--- src/rtl/pe_pkg.sv ---
// ---------------------------------------------------------------------------
// pe_pkg
//   Shared definitions for the pe_mac processing element.
//   - pe_state_e    : control FSM encoding (IDLE / ACC / FLUSH)
//   - MUL_LAT_MIN/MAX: legal multiplier pipeline depth range
//   - ext_bit()     : fill bit used when widening an operand or a product
// ---------------------------------------------------------------------------
package pe_pkg;

    typedef enum logic [1:0] {
        ST_IDLE  = 2'd0,
        ST_ACC   = 2'd1,
        ST_FLUSH = 2'd2
    } pe_state_e;

    localparam int MUL_LAT_MIN = 1;
    localparam int MUL_LAT_MAX = 4;

    // Bit replicated into the upper part of a widened value: the sign bit for
    // two's-complement data, zero for unsigned data.
    function automatic logic ext_bit(input logic msb, input logic is_signed);
        return msb & is_signed;
    endfunction

endpackage

--- src/rtl/pe_mul_pipe.sv ---
// ---------------------------------------------------------------------------
// pe_mul_pipe
//   MUL_LAT-stage multiplier. The product of i_a * i_b (2*DATA_W bits,
//   signed or unsigned per SIGNED) appears on o_prod exactly MUL_LAT cycles
//   after the pair is presented, together with its valid/first/last tags.
//   Only the valid bits are reset; data and tags are don't-care when invalid.
//
// Ports
//   i_clk, i_rst        clock, synchronous active-high reset
//   i_vld               pair valid (issue strobe)
//   i_first, i_last     dot-product framing tags travelling with the pair
//   i_a, i_b            operands, DATA_W bits
//   o_vld, o_first,
//   o_last              delayed tags
//   o_prod              product, 2*DATA_W bits
// ---------------------------------------------------------------------------
module pe_mul_pipe
    import pe_pkg::*;
#(
    parameter int DATA_W  = 8,
    parameter int MUL_LAT = 2,
    parameter int SIGNED  = 1
) (
    input  logic                  i_clk,
    input  logic                  i_rst,
    input  logic                  i_vld,
    input  logic                  i_first,
    input  logic                  i_last,
    input  logic [DATA_W-1:0]     i_a,
    input  logic [DATA_W-1:0]     i_b,
    output logic                  o_vld,
    output logic                  o_first,
    output logic                  o_last,
    output logic [2*DATA_W-1:0]   o_prod
);

    // Out-of-range depths are clamped to the supported range.
    localparam int LAT = (MUL_LAT < MUL_LAT_MIN) ? MUL_LAT_MIN :
                         (MUL_LAT > MUL_LAT_MAX) ? MUL_LAT_MAX : MUL_LAT;

    logic [2*DATA_W-1:0] w_a_ext;
    logic [2*DATA_W-1:0] w_b_ext;
    logic [2*DATA_W-1:0] w_prod;

    logic [LAT-1:0]      r_vld;
    logic [LAT-1:0]      r_first;
    logic [LAT-1:0]      r_last;
    logic [2*DATA_W-1:0] r_prod [LAT];

    // The low 2*DATA_W bits of the product of the widened operands equal the
    // true signed (or unsigned) product, so one multiplier serves both modes.
    assign w_a_ext = {{DATA_W{ext_bit(i_a[DATA_W-1], SIGNED != 0)}}, i_a};
    assign w_b_ext = {{DATA_W{ext_bit(i_b[DATA_W-1], SIGNED != 0)}}, i_b};
    assign w_prod  = w_a_ext * w_b_ext;

    always_ff @(posedge i_clk) begin
        if (i_rst) begin
            r_vld <= '0;
        end else begin
            r_vld[0] <= i_vld;
            for (int i = 1; i < LAT; i++) begin
                r_vld[i] <= r_vld[i-1];
            end
        end
    end

    always_ff @(posedge i_clk) begin
        r_first[0] <= i_first;
        r_last[0]  <= i_last;
        r_prod[0]  <= w_prod;
        for (int i = 1; i < LAT; i++) begin
            r_first[i] <= r_first[i-1];
            r_last[i]  <= r_last[i-1];
            r_prod[i]  <= r_prod[i-1];
        end
    end

    assign o_vld   = r_vld[LAT-1];
    assign o_first = r_first[LAT-1];
    assign o_last  = r_last[LAT-1];
    assign o_prod  = r_prod[LAT-1];

endmodule

--- src/rtl/pe_mac.sv ---
// ---------------------------------------------------------------------------
// pe_mac
//   Systolic-array processing element. West/north operands are forwarded
//   east/south one cycle later; matched operand pairs are multiplied
//   (pe_mul_pipe) and accumulated into a dot product framed by first/last
//   tags. Finished results wait in a ready/valid holding register.
//
// Build option
//   PE_MAC_SAT_EN : saturating accumulate (clamp to ACC_W max/min) and an
//                   extra o_res_sat output flagging a clamped result.
//                   Undefined: modular wrap, no o_res_sat port.
//
// Ports
//   i_clk, i_rst               clock, synchronous active-high reset
//   i_pe_en                    enables MAC issue (forwarding always runs)
//   i_in0_vld/i_in0_data       west operand
//   i_in1_vld/i_in1_data       north operand
//   i_in_first, i_in_last      framing tags of the issued pair
//   o_out0_vld/o_out0_data     east forward
//   o_out1_vld/o_out1_data     south forward
//   o_res_vld, i_res_rdy       result handshake
//   o_res_data, o_res_cnt      dot product and its MAC count
//   o_res_ovr                  sticky: unread result overwritten
//   o_drop_err                 sticky: issue attempted during FLUSH
//   o_pe_doing                 FSM in ACC or FLUSH
//   o_res_sat                  (PE_MAC_SAT_EN only) result was clamped
//
// FSM
//   state    | meaning
//   ST_IDLE  | no dot product open; next fire is treated as first
//   ST_ACC   | dot product open, issuing MACs
//   ST_FLUSH | last pair issued, waiting for it to leave the multiplier
// ---------------------------------------------------------------------------
module pe_mac
    import pe_pkg::*;
#(
    parameter int DATA_W  = 8,
    parameter int ACC_W   = 32,
    parameter int MUL_LAT = 2,
    parameter int SIGNED  = 1,
    parameter int CNT_W   = 16
) (
    input  logic                i_clk,
    input  logic                i_rst,
    input  logic                i_pe_en,
    input  logic                i_in0_vld,
    input  logic [DATA_W-1:0]   i_in0_data,
    input  logic                i_in1_vld,
    input  logic [DATA_W-1:0]   i_in1_data,
    input  logic                i_in_first,
    input  logic                i_in_last,
    output logic                o_out0_vld,
    output logic [DATA_W-1:0]   o_out0_data,
    output logic                o_out1_vld,
    output logic [DATA_W-1:0]   o_out1_data,
    output logic                o_res_vld,
    input  logic                i_res_rdy,
    output logic [ACC_W-1:0]    o_res_data,
    output logic [CNT_W-1:0]    o_res_cnt,
    output logic                o_res_ovr,
    output logic                o_drop_err,
    output logic                o_pe_doing
`ifdef PE_MAC_SAT_EN
    ,
    output logic                o_res_sat
`endif
);

    pe_state_e r_state;
    pe_state_e w_state_nxt;

    logic                r_out0_vld;
    logic [DATA_W-1:0]   r_out0_data;
    logic                r_out1_vld;
    logic [DATA_W-1:0]   r_out1_data;

    logic [ACC_W-1:0]    r_acc;
    logic [CNT_W-1:0]    r_cnt;
    logic                r_res_vld;
    logic [ACC_W-1:0]    r_res_data;
    logic [CNT_W-1:0]    r_res_cnt;
    logic                r_res_ovr;
    logic                r_drop_err;

    logic                w_pair;
    logic                w_fire;
    logic                w_drop;
    logic                w_first_tag;

    logic                w_pipe_vld;
    logic                w_pipe_first;
    logic                w_pipe_last;
    logic [2*DATA_W-1:0] w_pipe_prod;
    logic [ACC_W-1:0]    w_prod_acc;

    logic [ACC_W-1:0]    w_acc_add;
    logic [ACC_W-1:0]    w_acc_new;
    logic [CNT_W-1:0]    w_cnt_new;

    assign w_pair      = i_in0_vld & i_in1_vld & i_pe_en;
    assign w_fire      = w_pair & (r_state != ST_FLUSH);
    assign w_drop      = w_pair & (r_state == ST_FLUSH);
    // Opening a dot product from IDLE always starts a fresh sum.
    assign w_first_tag = i_in_first | (r_state == ST_IDLE);

    // ------------------------------------------------------------------
    // Forwarding
    // ------------------------------------------------------------------
    always_ff @(posedge i_clk) begin
        if (i_rst) begin
            r_out0_vld  <= 1'b0;
            r_out0_data <= '0;
            r_out1_vld  <= 1'b0;
            r_out1_data <= '0;
        end else begin
            r_out0_vld <= i_in0_vld;
            r_out1_vld <= i_in1_vld;
            if (i_in0_vld) r_out0_data <= i_in0_data;
            if (i_in1_vld) r_out1_data <= i_in1_data;
        end
    end

    // ------------------------------------------------------------------
    // Multiplier
    // ------------------------------------------------------------------
    pe_mul_pipe #(
        .DATA_W  (DATA_W),
        .MUL_LAT (MUL_LAT),
        .SIGNED  (SIGNED)
    ) u_mul (
        .i_clk   (i_clk),
        .i_rst   (i_rst),
        .i_vld   (w_fire),
        .i_first (w_first_tag),
        .i_last  (i_in_last),
        .i_a     (i_in0_data),
        .i_b     (i_in1_data),
        .o_vld   (w_pipe_vld),
        .o_first (w_pipe_first),
        .o_last  (w_pipe_last),
        .o_prod  (w_pipe_prod)
    );

    generate
        if (ACC_W > 2*DATA_W) begin : g_prod_ext
            logic w_ext;
            assign w_ext      = ext_bit(w_pipe_prod[2*DATA_W-1], SIGNED != 0);
            assign w_prod_acc = {{(ACC_W-2*DATA_W){w_ext}}, w_pipe_prod};
        end else begin : g_prod_same
            assign w_prod_acc = w_pipe_prod;
        end
    endgenerate

    // ------------------------------------------------------------------
    // FSM
    // ------------------------------------------------------------------
    always_ff @(posedge i_clk) begin
        if (i_rst) r_state <= ST_IDLE;
        else       r_state <= w_state_nxt;
    end

    always_comb begin
        w_state_nxt = r_state;
        case (r_state)
            ST_IDLE: begin
                if (w_fire) w_state_nxt = i_in_last ? ST_FLUSH : ST_ACC;
            end
            ST_ACC: begin
                if (w_fire && i_in_last) w_state_nxt = ST_FLUSH;
            end
            ST_FLUSH: begin
                if (w_pipe_vld && w_pipe_last) w_state_nxt = ST_IDLE;
            end
            default: w_state_nxt = ST_IDLE;
        endcase
    end

    // ------------------------------------------------------------------
    // Accumulate
    // ------------------------------------------------------------------
`ifdef PE_MAC_SAT_EN
    logic [ACC_W:0]   w_sum_ext;
    logic             w_ovf;
    logic [ACC_W-1:0] w_clamp;
    logic             r_sat;
    logic             w_sat_new;
    logic             r_res_sat;

    always_comb begin
        w_sum_ext = {1'b0, r_acc} + {1'b0, w_prod_acc};
        w_ovf     = 1'b0;
        w_clamp   = '1;
        if (SIGNED != 0) begin
            // Overflow only when both addends share a sign the sum lacks.
            w_ovf   = (r_acc[ACC_W-1] == w_prod_acc[ACC_W-1]) &&
                      (w_sum_ext[ACC_W-1] != r_acc[ACC_W-1]);
            w_clamp = r_acc[ACC_W-1] ? {1'b1, {(ACC_W-1){1'b0}}}
                                     : {1'b0, {(ACC_W-1){1'b1}}};
        end else begin
            w_ovf   = w_sum_ext[ACC_W];
            w_clamp = '1;
        end
        w_acc_add = w_ovf ? w_clamp : w_sum_ext[ACC_W-1:0];
        // A lone product always fits in ACC_W, so a first never clamps.
        w_sat_new = w_pipe_first ? 1'b0 : (r_sat | w_ovf);
    end

    always_ff @(posedge i_clk) begin
        if (i_rst) begin
            r_sat     <= 1'b0;
            r_res_sat <= 1'b0;
        end else if (w_pipe_vld) begin
            r_sat <= w_sat_new;
            if (w_pipe_last) r_res_sat <= w_sat_new;
        end
    end

    assign o_res_sat = r_res_sat;
`else
    always_comb begin
        w_acc_add = r_acc + w_prod_acc;
    end
`endif

    always_comb begin
        w_acc_new = w_acc_add;
        w_cnt_new = r_cnt + CNT_W'(1);
        if (w_pipe_first) begin
            w_acc_new = w_prod_acc;
            w_cnt_new = CNT_W'(1);
        end
    end

    always_ff @(posedge i_clk) begin
        if (i_rst) begin
            r_acc <= '0;
            r_cnt <= '0;
        end else if (w_pipe_vld) begin
            r_acc <= w_acc_new;
            r_cnt <= w_cnt_new;
        end
    end

    // ------------------------------------------------------------------
    // Result holding register and sticky flags
    // ------------------------------------------------------------------
    always_ff @(posedge i_clk) begin
        if (i_rst) begin
            r_res_vld  <= 1'b0;
            r_res_data <= '0;
            r_res_cnt  <= '0;
            r_res_ovr  <= 1'b0;
            r_drop_err <= 1'b0;
        end else begin
            if (w_pipe_vld && w_pipe_last) begin
                r_res_vld  <= 1'b1;
                r_res_data <= w_acc_new;
                r_res_cnt  <= w_cnt_new;
                if (r_res_vld && !i_res_rdy) r_res_ovr <= 1'b1;
            end else if (r_res_vld && i_res_rdy) begin
                r_res_vld <= 1'b0;
            end
            if (w_drop) r_drop_err <= 1'b1;
        end
    end

    assign o_out0_vld  = r_out0_vld;
    assign o_out0_data = r_out0_data;
    assign o_out1_vld  = r_out1_vld;
    assign o_out1_data = r_out1_data;
    assign o_res_vld   = r_res_vld;
    assign o_res_data  = r_res_data;
    assign o_res_cnt   = r_res_cnt;
    assign o_res_ovr   = r_res_ovr;
    assign o_drop_err  = r_drop_err;
    assign o_pe_doing  = (r_state == ST_ACC) || (r_state == ST_FLUSH);

endmodule

--- config.mk ---
export PLATFORM = sky130hd
export DESIGN_NAME = pe_mac
export DESIGN_NICKNAME = d
export VERILOG_FILES = /design/src/rtl/pe_pkg.sv /design/src/rtl/pe_mul_pipe.sv /design/src/rtl/pe_mac.sv
export SDC_FILE = /design/constraint.sdc
export NUM_CORES = 1
export LEC_CHECK = 0
export BUFFER_PORTS_ARGS = -buffer_cell sky130_fd_sc_hd__buf_2
export CORE_AREA = 4 4 135 137
export CTS_BUF_LIST = sky130_fd_sc_hd__clkbuf_16
export CTS_CLUSTER_SIZE = 40
export DETAILED_ROUTE_END_ITERATION = 7
export DIE_AREA = 0 0 139 141
export GPL_TIMING_DRIVEN = 0
export PLACE_DENSITY = 0.88
export SETUP_SLACK_MARGIN = 0.4
export SLEW_MARGIN = 20
export SYNTH_ARGS = -nofsm -noshare
export SYNTH_HDL_FRONTEND = slang
export SYNTH_HIERARCHICAL = 1
export SYNTH_SLANG_ARGS = --single-unit
--- constraint.sdc ---
create_clock -name i_clk -period 10.2 [get_ports i_clk]
set_clock_uncertainty 0.1 [all_clocks]
set_input_delay 1.02 -clock i_clk [delete_from_list [all_inputs] [get_ports i_clk]]
set_output_delay 1.02 -clock i_clk [all_outputs]
set_load 0.01 [all_outputs]
### Word-level counts from Yosys, hierarchy flattened

Memory sizes are Yosys's and may differ from the RTL's.
Cells that the tools add are included.

| cells by class | value |
|---|---|
| add/sub/neg operators | 2 |
| multipliers | 1 |
| equality and inequality tests | 6 |
| multiplexer cells | 9 |
| bitwise gates (word level) | 5 |
| reduce and logical (&&, ||, !) cells | 10 |

Operators with widths:

| operator | number |
|---|---|
| $add 32x32->32 | 1 |
| $mux 32 | 1 |
| $add 16x1->16 const B | 1 |
| $mul 8x8->16 | 1 |
| $mux 16 | 1 |
| $mux 2 | 4 |
| $pmux 2 s3 | 1 |
| $and 1x1->1 | 4 |
| $logic_and 1x1->1 | 4 |
| $ne 2x1->1 const B | 2 |
| $ne 2x2->1 const B | 2 |
| $reduce_and 3->1 | 1 |
| $eq 2x1->1 const B | 1 |
| $eq 2x2->1 const B | 1 |
| $logic_not 2->1 | 1 |
| $mux 1 | 2 |
| $reduce_and 2->1 | 1 |
| $reduce_bool 2->1 | 1 |
| $logic_not 1->1 | 1 |
| $logic_or 1x1->1 | 1 |
| $or 1x1->1 | 1 |

| word-level totals | value |
|---|---|
| flip-flop bits (word level) | 125 |
| memory bits (writable) | 32 |
| logic and storage cells | 49 |
| memories | 1 |

Memory list:

| name | words | bits a word | read ports | clocked after Yosys merged registers in | wr ports | RTL line | text |
|---|---|---|---|---|---|---|---|
| u_mul.r_prod | 2 | 16 | 2 | 0 | 2 | pe_mul_pipe.sv:48 | `logic [2*DATA_W-1:0] r_prod [LAT];` |

### Logic depth before layout (Yosys ltp)

Gate-level depths: netlist of run 1.

| logic depth | value |
|---|---|
| depth after elaboration | 6 |
| mapped depth | 17 |
| depth with buffers taken out | 17 |

### Hierarchy

Netlist of run 1, hierarchy kept.

By module, submodules not included:

| module | times used | cells each | area each (µm²) | seq. area each (µm²) |
|---|---|---|---|---|
| pe_mac | 1 | 808 | 6691.4 | 2382.3 |
| pe_mul_pipe | 1 | 347 | 3435.8 | 760.7 |

### Worst setup path before layout of run 1

No wires, ideal clock.

| timing | value |
|---|---|
| kind | input port to flip-flop |
| from | in i_in1_data[4] |
| to | mem u_mul/r_prod[0][11] (netlist bit) |
| library setup time | 0.062 ns |
| arrival | 4.645 ns |
| data required time | 10.038 ns |
| slack | 5.394 ns |
| cell stages on the path | 15 |
| buffers on the path | 0 |
| path through | and2_1 fa_1 inv_1 fa_1 inv_1 fa_1 inv_1 fa_1 inv_1 ha_1 a21o_1 a21oi_2 a21boi_1 or4_1 nand3_1 |

RTL lines:

| what | RTL line | text |
|---|---|---|
| start, declared | pe_mac.sv:49 | `input logic [DATA_W-1:0] i_in1_data,` |
| end, declared | pe_mul_pipe.sv:48 |  |

==> run_results.csv, run 1 <==
group,metric,value,unit
critical_path,path_delay_family,"adder cells",
grt,grt_use_total,26.26,%
route,drt_iter0_drc,730,
yosys,synth_edf_count,0,
critical_path,end_kind,"register",
min_path,hold_path_class,"reg2reg",
critical_path,timing.rr.start,"u_mul/r_prod[0][16]$_DFF_P_",
power_and_ir_drop,pwr-share-seq,29.8,%
placement,port_buffers,93,
timing,fin_crit_sh,47.08,%
finish,drive_above_1_share,13.98,%
grt,grt-busiest-layer,"met2",
timing,slew_viol_final,0,
yosys,syn_nets,1299,
finish,final_common_cell,"dfxtp_1",
status,status,"finished, final reports clean",
timing,rsz0062_at_grt,"no",
die,coreArea,17060,um2
clock_tree,cts_buffers,17,
timing,setup_viol,0,
placement,dp_worst_setup_slack,5.024,ns
timing,max_freq,208.3,MHz
yosys,syn_area,10130,um2
critical_path,critPathRequiredTime,10.47,ns
timing,setup_tns,0,ns
timing,slew_headroom,32.66,%
critical_path,critPathBufInv,5,
power_and_ir_drop,switching_share,37.62,%
critical_path,crit_chain,"buf_2 -> and2_1 -> fa_1 -> inv_1 -> fa_1 -> inv_1 -> fa_1 -> inv_1 -> fa_1 -> inv_1 -> ha_1 -> a21o_1 -> a21oi_2 -> a21boi_1 -> or4_1 -> nand3_1",
clock_tree,htree_num_levels,4,
timing,worst_pin_slew,1.010,ns
yosys,synth.avg_cell_area,8.768,um2
clock_tree,clockBufferDepth,2,
critical_path,cp_data_arrival_time,5.07,ns
placement,place.gp.congestion,0.9992,
clock_tree,hold_buffers,0,
route,vias,8715,
grt,grt_pass1_vias,8782,
route,routed_wl,25.62,mm
clock_tree,post_cts_resized,0,
clock_tree,cts_tree,"built",
yosys,ys_types,70,
die,pin_count,94,
clock_tree,cts.sinks,157,
run,cap_violations,0,
critical_path,slowest_stage,"fa_1",
yosys,async_flop_share,0,%
finish,layout.nets,1411,
power_and_ir_drop,p_int,0.001479,W
yosys,ys_ff_latch,157,
power_and_ir_drop,ir_drop,0.1406,mV
min_path,hold_start,"u_mul/r_last[0]$_DFF_P_",
route,ant_nets,0,
grt,grt_overflow,0,
clock_tree,clk_latency,0.44,ns
finish,final_cell_mix,"dfxtp_1, nor2_1, inv_1",
timing,whs,0.2211,ns
power_and_ir_drop,combPwrFrac,42.5,%
critical_path,r2r_end,"o_res_data[18]$_SDFFE_PP0P_",
timing,hold_viol_final,0,
timing,setup_ws,5.398,ns
grt,grt_use_met2,45.69,%
yosys,yosysSeqAreaShare,31.04,%
finish,area_growth,13.28,%
power_and_ir_drop,p_clk_share,27.7,%
yosys,synthFlopType,"dfxtp_1",
die,rows,48,
grt,use_met3,4.817,%
die,start_util,59.38,%
yosys,syn_inst,1155,
min_path,worst_hold_path.endpoint,"u_mul/r_last[1]$_DFF_P_",
min_path,hold_depth,0,
grt,antenna_found_initial,0,
route,wl_per_cell,17.02,um
placement,dp_hpwl,18.84,mm
clock_tree,path_clk_slew,0.07,ns
power_and_ir_drop,total_power,0.002371,W
clock_tree,root_buffer,"clkbuf_16",
yosys,ys_warn_count,6,
power_and_ir_drop,switchingPower,0.0008920,W
grt,grt_pass1_wl,42.26,mm
grt,use_met1,32.22,%
die,dieArea,19600,um2
critical_path,cp_max_fo,9,
die,die_x,139,um
route,viasPerCell,5.791,
power_and_ir_drop,p_leak,5.084,nW
critical_path,cp-start-kind,"input port",
critical_path,rrSetupSlack,6.97,ns
die,die_h,141,um
grt,grt_max_degree,21,
critical_path,slowest_delay,0.55,ns
finish,antennaDiodeCount,0,
route,drc_errors,0,
timing,finalCriticalPeriod,4.802,ns
clock_tree,cts_setup_buffers,0,
critical_path,critPathKind,"in2reg",
power_and_ir_drop,pwr_density_cell,206.7,nW/um2
critical_path,ff2ff_path_depth,11,
route,firstDrtPassIters,5,
finish,fin_util,67.26,%
-- per-stage QoR --
stage	instance area (um2)	instances
3_3_place_gp	10870	1473
4_1_cts	11470	1505
6_report	11470	1505
2_1_floorplan	10130	1155
3_5_place_dp	10870	1473
5_1_grt	11470	1505
-- sequential cells by signal (all words and copies together), names as in the netlist --
name	cells
o_drop_err	1
o_out0_data	8
o_out0_vld	1
o_out1_data	8
o_out1_vld	1
o_res_cnt	16
o_res_data	32
o_res_ovr	1
o_res_vld	1
r_acc	32
r_cnt	16
r_state	2
u_mul/r_first	2
u_mul/r_last	2
u_mul/r_prod	32
u_mul/r_vld	2
-- routing by layer --
metal / share of wire [%] / vias up
met5: 0 / -
met4: 2.8 / 0
met3: 6.5 / 62
met2: 50 / 322
met1: 41 / 4190
li1: - / 4141
-- kinds of logic after synthesis --
family | share of synthesized area [%]
muxes | 3.484
adders and majority gates | 18.98
DFF | 31.04
and+or+nand+nor | 18.01
AOI/OAI and AO/OA | 17.06
buffers and inverters | 7.709
xor gates and xnor gates | 3.719
-- power groups by stage --
stage          Clock (W)  Combinational, W  Sequential (W)
6_report        0.000658           0.00101        0.000706
5_1_grt         0.000688           0.00113        0.000713
4_1_cts         0.000662          0.000999        0.000707
3_5_place_dp           0          0.000980        0.000719
3_3_place_gp           0          0.000944        0.000717
2_1_floorplan          0          0.000793        0.000716
-- worst max-delay path by stage --
stage,to,from,slack (ns),depth (start not counted)
floorplan,u_mul/r_prod[0][11]$_DFF_P_,i_in1_data[4],5.39,15
global placement,u_mul/r_prod[0][11]$_DFF_P_,i_in1_data[4],5.10,16
detailed placement,u_mul/r_prod[0][11]$_DFF_P_,i_in1_data[4],5.02,16
CTS,u_mul/r_prod[0][11]$_DFF_P_,i_in1_data[4],5.42,16
global route,u_mul/r_prod[0][11]$_DFF_P_,i_in1_data[4],5.25,16
finish,u_mul/r_prod[0][11]$_DFF_P_,i_in1_data[4],5.40,16
-- worst reg2reg max path, cell delays in order (launching register included) --
cell	delay, ns
dfxtp_1	0.30
buf_4	0.13
ha_1	0.22
fa_1	0.42
a21oi_1	0.24
o21ai_1	0.17
a41o_1	0.28
o21ai_0	0.33
a21boi_0	0.19
o21ai_0	0.15
or3b_1	0.37
a211oi_1	0.25
-- cell type report --
class,count,area [um2]
Buffer,71,401.6
Clock buffer,17,425.4
Clock inverter,15,172.7
Fill cell,1322,5584
Inverter,101,379.1
Multi-Input combinational cell,826,6203
Sequential cell,157,3143
Tap cell,225,281.5
Timing Repair Buffer,93,465.4
-- cells in the mapped netlist (6+ instances only) --
library cell	instances	area [um2]
o21a_1	6	45.04
mux2i_1	33	330.3
a22oi_1	6	45.04
nand4_1	7	43.79
a211oi_1	56	420.4
nor2_1	137	514.2
clkbuf_1	41	153.9
and3_1	10	62.56
dfxtp_1	157	3143
nor2b_1	21	131.4
nand3_1	18	90.09
buf_4	20	150.1
xor2_1	17	148.9
nand2_1	69	259.0
o21ai_0	38	190.2
inv_1	101	379.1
ha_1	64	800.8
a21o_1	16	120.1
nor3_1	23	115.1
or3_1	7	43.79
and2_1	49	306.5
fa_1	56	1121
o21bai_1	7	52.55
xnor2_1	26	227.7
o211ai_1	9	67.56
a21oi_1	76	380.4
(Power assumes the default switching activity.)
==> run 2, diff against run 1 <==
--- a/config.mk
+++ b/config.mk
@@ -5,14 +5,15 @@
 export SDC_FILE = /design/constraint.sdc
 export NUM_CORES = 1
 export LEC_CHECK = 0
+export ABC_AREA = 1
 export BUFFER_PORTS_ARGS = -buffer_cell sky130_fd_sc_hd__buf_2
-export CORE_AREA = 4 4 135 137
+export CORE_AREA = 4 4 142 144
 export CTS_BUF_LIST = sky130_fd_sc_hd__clkbuf_16
 export CTS_CLUSTER_SIZE = 40
 export DETAILED_ROUTE_END_ITERATION = 7
-export DIE_AREA = 0 0 139 141
+export DIE_AREA = 0 0 146 148
 export GPL_TIMING_DRIVEN = 0
-export PLACE_DENSITY = 0.88
+export PLACE_DENSITY = 0.87
 export SETUP_SLACK_MARGIN = 0.4
 export SLEW_MARGIN = 20
 export SYNTH_ARGS = -nofsm -noshare
==> constraint.sdc (replaced) <==
create_clock -name i_clk -period 5.01 [get_ports i_clk]
set_clock_uncertainty 0.1 [all_clocks]
set_input_delay 0.501 -clock i_clk [delete_from_list [all_inputs] [get_ports i_clk]]
set_output_delay 0.501 -clock i_clk [all_outputs]
set_load 0.01 [all_outputs]
==> run 2 against run 1 <==
Synthesized area rose by 9.8%; cell area grew 8.2%; setup slack worse by 4.7 ns; combinational power is 140% higher; clock power increased by 81%; power is 110% higher; flip-flop and latch count did not move; sequential power is 110% higher; critical path depth up 4; critical path type unchanged; largest power group unchanged.
==> run_results.csv, run 2 <==
group,metric,value,unit
status,status,"finished, final reports clean",
clock_tree,clk_latency,0.43,ns
yosys,synthFlopType,"dfxtp_1",
placement,dp_hpwl,21.78,mm
clock_tree,hold_buffers,0,
critical_path,slowest_delay,0.56,ns
power_and_ir_drop,pwr_density_cell,407.6,nW/um2
clock_tree,root_buffer,"clkbuf_16",
route,viasPerCell,5.181,
grt,grt_overflow,0,
yosys,synth_top_area_cell,"dfxtp_1",
grt,antenna_found_initial,0,
finish,seq_area,3143,um2
critical_path,critPathRequiredTime,5.23,ns
finish,final_cell_mix,"nand2_1, inv_1, nor2_1",
yosys,ys_warn_count,6,
finish,fillers,1565,
clock_tree,cts_tree,"built",
clock_tree,path_clk_slew,0.07,ns
route,dr_wl_met3,1.619,mm
run,cap_violations,0,
die,die_h,148,um
timing,setup_ws,0.7315,ns
clock_tree,cts.sinks,157,
yosys,synth_area_leaders,"dfxtp_1, nand2_1, inv_1, fa_1, nor2_1",
min_path,hold_start,"i_in_last",
critical_path,path_delay_family,"adder cells",
critical_path,rrSetupSlack,2.49,ns
finish,layout.nets,1926,
power_and_ir_drop,p_leak,7.127,nW
yosys,syn_nets,1814,
clock_tree,cts_setup_buffers,0,
finish,antennaDiodeCount,0,
critical_path,timing.rr.start,"u_mul/r_prod[0][16]$_DFF_P_",
yosys,syn_inst,1670,
route,maxUsedRoutingLayer,"met4",
timing,setup_tns,0,ns
yosys,synth.most_common_cell,"nand2_1",
clock_tree,htree_num_levels,4,
timing,fin_crit_sh,85.40,%
route,routed-wl-met2,13.42,mm
route,ant_nets,0,
grt,grt_max_degree,19,
die,dieArea,21610,um2
yosys,async_flop_share,0,%
critical_path,r2r_end,"r_acc[8]$_SDFFE_PP0P_",
yosys,syn_area,11120,um2
critical_path,cp_data_arrival_time,4.50,ns
min_path,hold_path_class,"in2reg",
yosys,synth_top_cell_area_share,28.26,%
die,rows,50,
timing,worst_pin_slew,0.6912,ns
critical_path,end_kind,"register",
power_and_ir_drop,total_power,0.005061,W
min_path,worst_hold_path.endpoint,"u_mul/r_last[0]$_DFF_P_",
clock_tree,cts_buffers,17,
route,vias,10510,
power_and_ir_drop,ir_drop,0.2804,mV
route,drc_errors,0,
yosys,ys_types,42,
grt,grt_use_total,25.38,%
timing,max_freq,233.7,MHz
yosys,yosysSeqAreaShare,28.26,%
placement,dp_worst_setup_slack,0.2791,ns
finish,multi_input_area,6265,um2
route,wl_per_cell,13.63,um
timing,finalCriticalPeriod,4.279,ns
critical_path,cp-start-kind,"input port",
route,drt_iter0_drc,834,
critical_path,ff2ff_path_depth,12,
timing,setup_viol,0,
critical_path,cp_common_cell,"inv_1",
finish,final_common_cell,"nand2_1",
critical_path,slowest_stage,"fa_1",
finish,area_growth,11.66,%
finish,drive_above_1_share,10.42,%
yosys,ys_ff_latch,157,
die,die_x,146,um
timing,hold_viol_final,0,
min_path,hold_depth,1,
route,met1Wirelength,11.55,mm
critical_path,cp_max_fo,8,
placement,place.gp.congestion,0.9971,
placement,port_buffers,93,
route,routed_wl,27.67,mm
timing,slew_headroom,53.92,%
grt,grt_pass1_vias,10180,
timing,slew_viol_final,0,
clock_tree,clockBufferDepth,2,
die,start_util,59.45,%
timing,rsz0062_at_grt,"no",
die,pin_count,94,
die,coreArea,18710,um2
yosys,yosys-top-cells-count,"nand2_1, inv_1, nor2_1",
grt,grt_pass1_wl,45.76,mm
critical_path,crit_chain,"buf_2 -> clkbuf_1 -> nand2_1 -> inv_1 -> fa_1 -> inv_1 -> fa_1 -> inv_1 -> fa_1 -> inv_1 -> fa_1 -> inv_1 -> ha_1 -> nand2_1 -> nor2_1 -> nand3_1 -> nand3_2 -> inv_1 -> nand2_1 -> nand2_1",
yosys,synth_edf_count,0,
critical_path,critPathBufInv,8,
route,firstDrtPassIters,5,
critical_path,critPathKind,"in2reg",
yosys,synth.avg_cell_area,6.659,um2
clock_tree,post_cts_resized,0,
-- run 2: worst max path at each step --
stage,from,to,slack (ns),cells past startpoint
finish,i_in1_data[2],u_mul/r_prod[0][15]$_DFF_P_,0.73,20
CTS,i_in1_data[2],u_mul/r_prod[0][15]$_DFF_P_,0.72,20
global placement,i_in1_data[2],u_mul/r_prod[0][15]$_DFF_P_,0.35,20
detailed placement,i_in1_data[2],u_mul/r_prod[0][15]$_DFF_P_,0.28,20
global route,i_in1_data[2],u_mul/r_prod[0][14]$_DFF_P_,0.52,18
floorplan,i_in0_data[0],u_mul/r_prod[0][12]$_DFF_P_,0.75,15
-- run 2: layout make-up --
| type | count | share of cell area, % |
|---|---|---|
| clock inverter | 15 | 0.9069 |
| tap | 234 | 2.358 |
| timing repair buffer | 93 | 3.748 |
| clock buffer | 17 | 3.426 |
| multi-input combinational | 1094 | 50.45 |
| inverter | 343 | 10.37 |
| buffer | 76 | 3.426 |
| sequential | 157 | 25.31 |
-- run 2: report_power, final --
part	total, W	switching [W]	internal, W
sequential	0.00147	0.0000503	0.00142
clock	0.00119	0.000548	0.000639
combinational	0.00240	0.00152	0.000888
-- run 2: cells by family after synthesis --
group,after synthesis,share of synthesized area (%)
AO/OA/AOI/OAI,175,8.438
XOR/XNOR,17,1.339
adder cells (fa/ha/maj),120,17.28
buffers and inverters,419,15.40
flip-flops,157,28.26
multiplexers,2,0.1800
AND/OR/NAND/NOR,780,29.10
-- run 2: routing by layer --
metal  vias to the layer above  global-route usage, %
li1                       5293                      -
met1                      4791                  30.20
met2                       352                  45.24
met3                        77                  4.537
met4                         0                  10.72
met5                         -                      0
-- run 2: metrics by stage --
step / area, um2 / hold WS (ns) / utilization [%] / cells
finish: 12420 / 0.1116 / 66.38 / 2029
global route: 12420 / 0.1077 / 66.38 / 2029
CTS: 12420 / 0.1062 / 66.38 / 2029
detailed placement: 11880 / 0.2121 / 63.51 / 1997
global placement: 11880 / 0.2095 / 63.51 / 1997
floorplan: 11120 / 0.2096 / - / 1670
==> run 3, diff against run 2 <==
--- a/config.mk
+++ b/config.mk
@@ -7,13 +7,12 @@
 export LEC_CHECK = 0
 export ABC_AREA = 1
 export BUFFER_PORTS_ARGS = -buffer_cell sky130_fd_sc_hd__buf_2
-export CORE_AREA = 4 4 142 144
+export CORE_AREA = 4 4 148 150
 export CTS_BUF_LIST = sky130_fd_sc_hd__clkbuf_16
-export CTS_CLUSTER_SIZE = 40
 export DETAILED_ROUTE_END_ITERATION = 7
-export DIE_AREA = 0 0 146 148
+export DIE_AREA = 0 0 152 154
 export GPL_TIMING_DRIVEN = 0
-export PLACE_DENSITY = 0.87
+export PLACE_DENSITY = 0.84
 export SETUP_SLACK_MARGIN = 0.4
 export SLEW_MARGIN = 20
 export SYNTH_ARGS = -nofsm -noshare
==> constraint.sdc (replaced) <==
create_clock -name i_clk -period 3.44 [get_ports i_clk]
set_clock_uncertainty 0.1 [all_clocks]
set_input_delay 0.344 -clock i_clk [delete_from_list [all_inputs] [get_ports i_clk]]
set_output_delay 0.344 -clock i_clk [all_outputs]
set_load 0.01 [all_outputs]
==> run 3 against run 2 <==
The run now ends with setup timing left; first-iteration DRC count shrank 13%; non-clock buffer count up 30; sequential power increased by 46%; sequential share of layout area shrank 1.8 points; critical path type unchanged; largest power group unchanged.
==> run_results.csv, run 3 (synthesized netlist as in run 2, its figures left out) <==
group,metric,value,unit
timing,setup_viol,8,
grt,grt_use_total,24.26,%
timing,fin_crit_sh,107.2,%
run,cap_violations,0,
route,viasPerCell,5.131,
critical_path,critPathKind,"in2reg",
critical_path,end_kind,"register",
route,met1Wirelength,12.29,mm
route,vias,10780,
clock_tree,cts_buffers,17,
critical_path,rrSetupSlack,0.83,ns
finish,final_common_cell,"nand2_1",
critical_path,critPathRequiredTime,3.65,ns
timing,slew_headroom,55.07,%
critical_path,slowest_stage,"fa_1",
die,dieArea,23410,um2
grt,grt_pass1_vias,10380,
power_and_ir_drop,p_leak,7.396,nW
critical_path,cp_max_fo,8,
finish,final_cell_mix,"nand2_1, inv_1, nor2_1",
clock_tree,clockBufferDepth,2,
critical_path,ff2ff_path_depth,13,
finish,layout.nets,1956,
finish,stdcell_area,13370,um2
timing,hold_viol_final,0,
grt,grt_pass1_wl,47.64,mm
timing,setup_ws,-0.2470,ns
die,pin_count,94,
status,status,"finished with violations",
clock_tree,clk_latency,0.42,ns
timing,max_freq,271.2,MHz
timing,finalCriticalPeriod,3.687,ns
clock_tree,root_buffer,"clkbuf_16",
timing,whs,0.007207,ns
route,drt_iter0_drc,727,
die,die_h,154,um
timing,rsz0062_at_grt,"yes",
clock_tree,cts_tree,"built",
critical_path,crit_cells,18,
finish,area_growth,20.22,%
clock_tree,path_clk_slew,0.07,ns
timing,slew_viol_final,0,
critical_path,cp_data_arrival_time,3.89,ns
route,wl_per_cell,14.54,um
status,violations,"setup timing",
grt,antenna_found_initial,0,
clock_tree,htree_num_levels,4,
critical_path,crit_chain,"buf_6 -> clkbuf_16 -> nand2_4 -> inv_4 -> fa_1 -> inv_1 -> fa_1 -> inv_2 -> fa_1 -> inv_2 -> fa_2 -> inv_2 -> ha_4 -> nand2_4 -> nor2_2 -> nand3_1 -> nand4_1 -> nand2_1",
placement,port_buffers,93,
finish,drive_above_1_share,17.64,%
timing,worst_pin_slew,0.6739,ns
route,routed-wl-met2,15.51,mm
placement,dp_hpwl,22.17,mm
critical_path,startpoint,"i_in0_data[7]",
grt,grt_max_degree,19,
route,firstDrtPassIters,5,
critical_path,critPathBufInv,7,
critical_path,timing.rr.start,"u_mul/r_prod[0][16]$_DFF_P_",
critical_path,path_delay_family,"adder cells",
die,start_util,53.75,%
route,maxUsedRoutingLayer,"met4",
finish,fin_cells,2100,
route,ant_nets,0,
die,rows,53,
critical_path,cp-start-kind,"input port",
critical_path,setup.worst_path.end,"u_mul/r_prod[0][13]$_DFF_P_",
route,drc_errors,0,
finish,antennaDiodeCount,0,
critical_path,r2r_end,"r_acc[20]$_SDFFE_PP0P_",
die,coreArea,20690,um2
clock_tree,cts.sinks,157,
placement,dp_cells,2038,
grt,grt_overflow,0,
route,dr_wl_met3,1.716,mm
critical_path,slowest_delay,0.55,ns
placement,place.gp.congestion,0.9936,
route,routed_wl,30.53,mm
power_and_ir_drop,total_power,0.008711,W
power_and_ir_drop,pwr_density_cell,651.6,nW/um2
die,die_x,152,um
placement,placed_area,12280,um2
power_and_ir_drop,ir_drop,0.4275,mV
min_path,hold_path_class,"in2reg",
## run 3: changes by cell type in the layout (fill, tap and decap cells not counted), sizes merged
| cell | change |
|---|---|
| clkinv | -1 |
| clkbuf | -7 |
| dlygate4sd3 | +2 |
| bufinv | +1 |
| buf | +35 |
## run 3: layout make-up
cell class              instances  area, um2
flip-flops and latches        157       3143
inverters                     343       1301
clock inverters                15      136.4
repair buffers                123      768.2
fillers                      1691       7321
multi-input cells            1094       6668
well taps                     275      344.1
plain buffers                  76      583.1
clock buffers                  17      425.4
## run 3: power by group
part	total [W]	switching (W)	leakage, nW	internal, W
logic	0.00476	0.00278	5.83	0.00198
registers	0.00214	0.0000761	1.29	0.00207
clock network	0.00181	0.000800	0.276	0.00101
## run 3: timing repair
item / in CTS / in global routing
buffers inserted: 11 / 17
hold endpoints to repair: 1 / 1
gates cloned: 0 / 0
setup endpoints to repair: 9 / 11
hold buffers: 1 / 1
resized for setup: 43 / 50
pin swaps: 38 / 38
## run 3: worst min path at each step
stage	startpoint	to	cells after the start
finish	i_in_first	u_mul/r_first[0]$_DFF_P_	2
CTS	i_rst	u_mul/r_vld[0]$_SDFF_PP0_	2
detailed placement	u_mul/r_last[0]$_DFF_P_	u_mul/r_last[1]$_DFF_P_	0
floorplan	u_mul/r_first[0]$_DFF_P_	u_mul/r_first[1]$_DFF_P_	0
global placement	u_mul/r_prod[0][4]$_DFF_P_	u_mul/r_prod[0][20]$_DFF_P_	0
global route	i_in_first	u_mul/r_first[0]$_DFF_P_	2
## run 3: layer usage
layer / track usage (%) / vias up
met5: 0 / -
met4: 9.375 / 0
met3: 3.434 / 76
met2: 43.44 / 392
met1: 29.56 / 4957
li1: - / 5350
## run 3: through the flow
step / util, % / setup WS (ns) / setup TNS (ns)
2_1_floorplan: - / -0.2776 / -1.583
3_3_place_gp: 59.36 / -0.6502 / -4.267
3_5_place_dp: 59.36 / -0.6954 / -4.766
4_1_cts: 63.31 / -0.1319 / -0.4254
5_1_grt: 64.62 / -0.3841 / -2.206
6_report: 64.62 / -0.2470 / -1.317
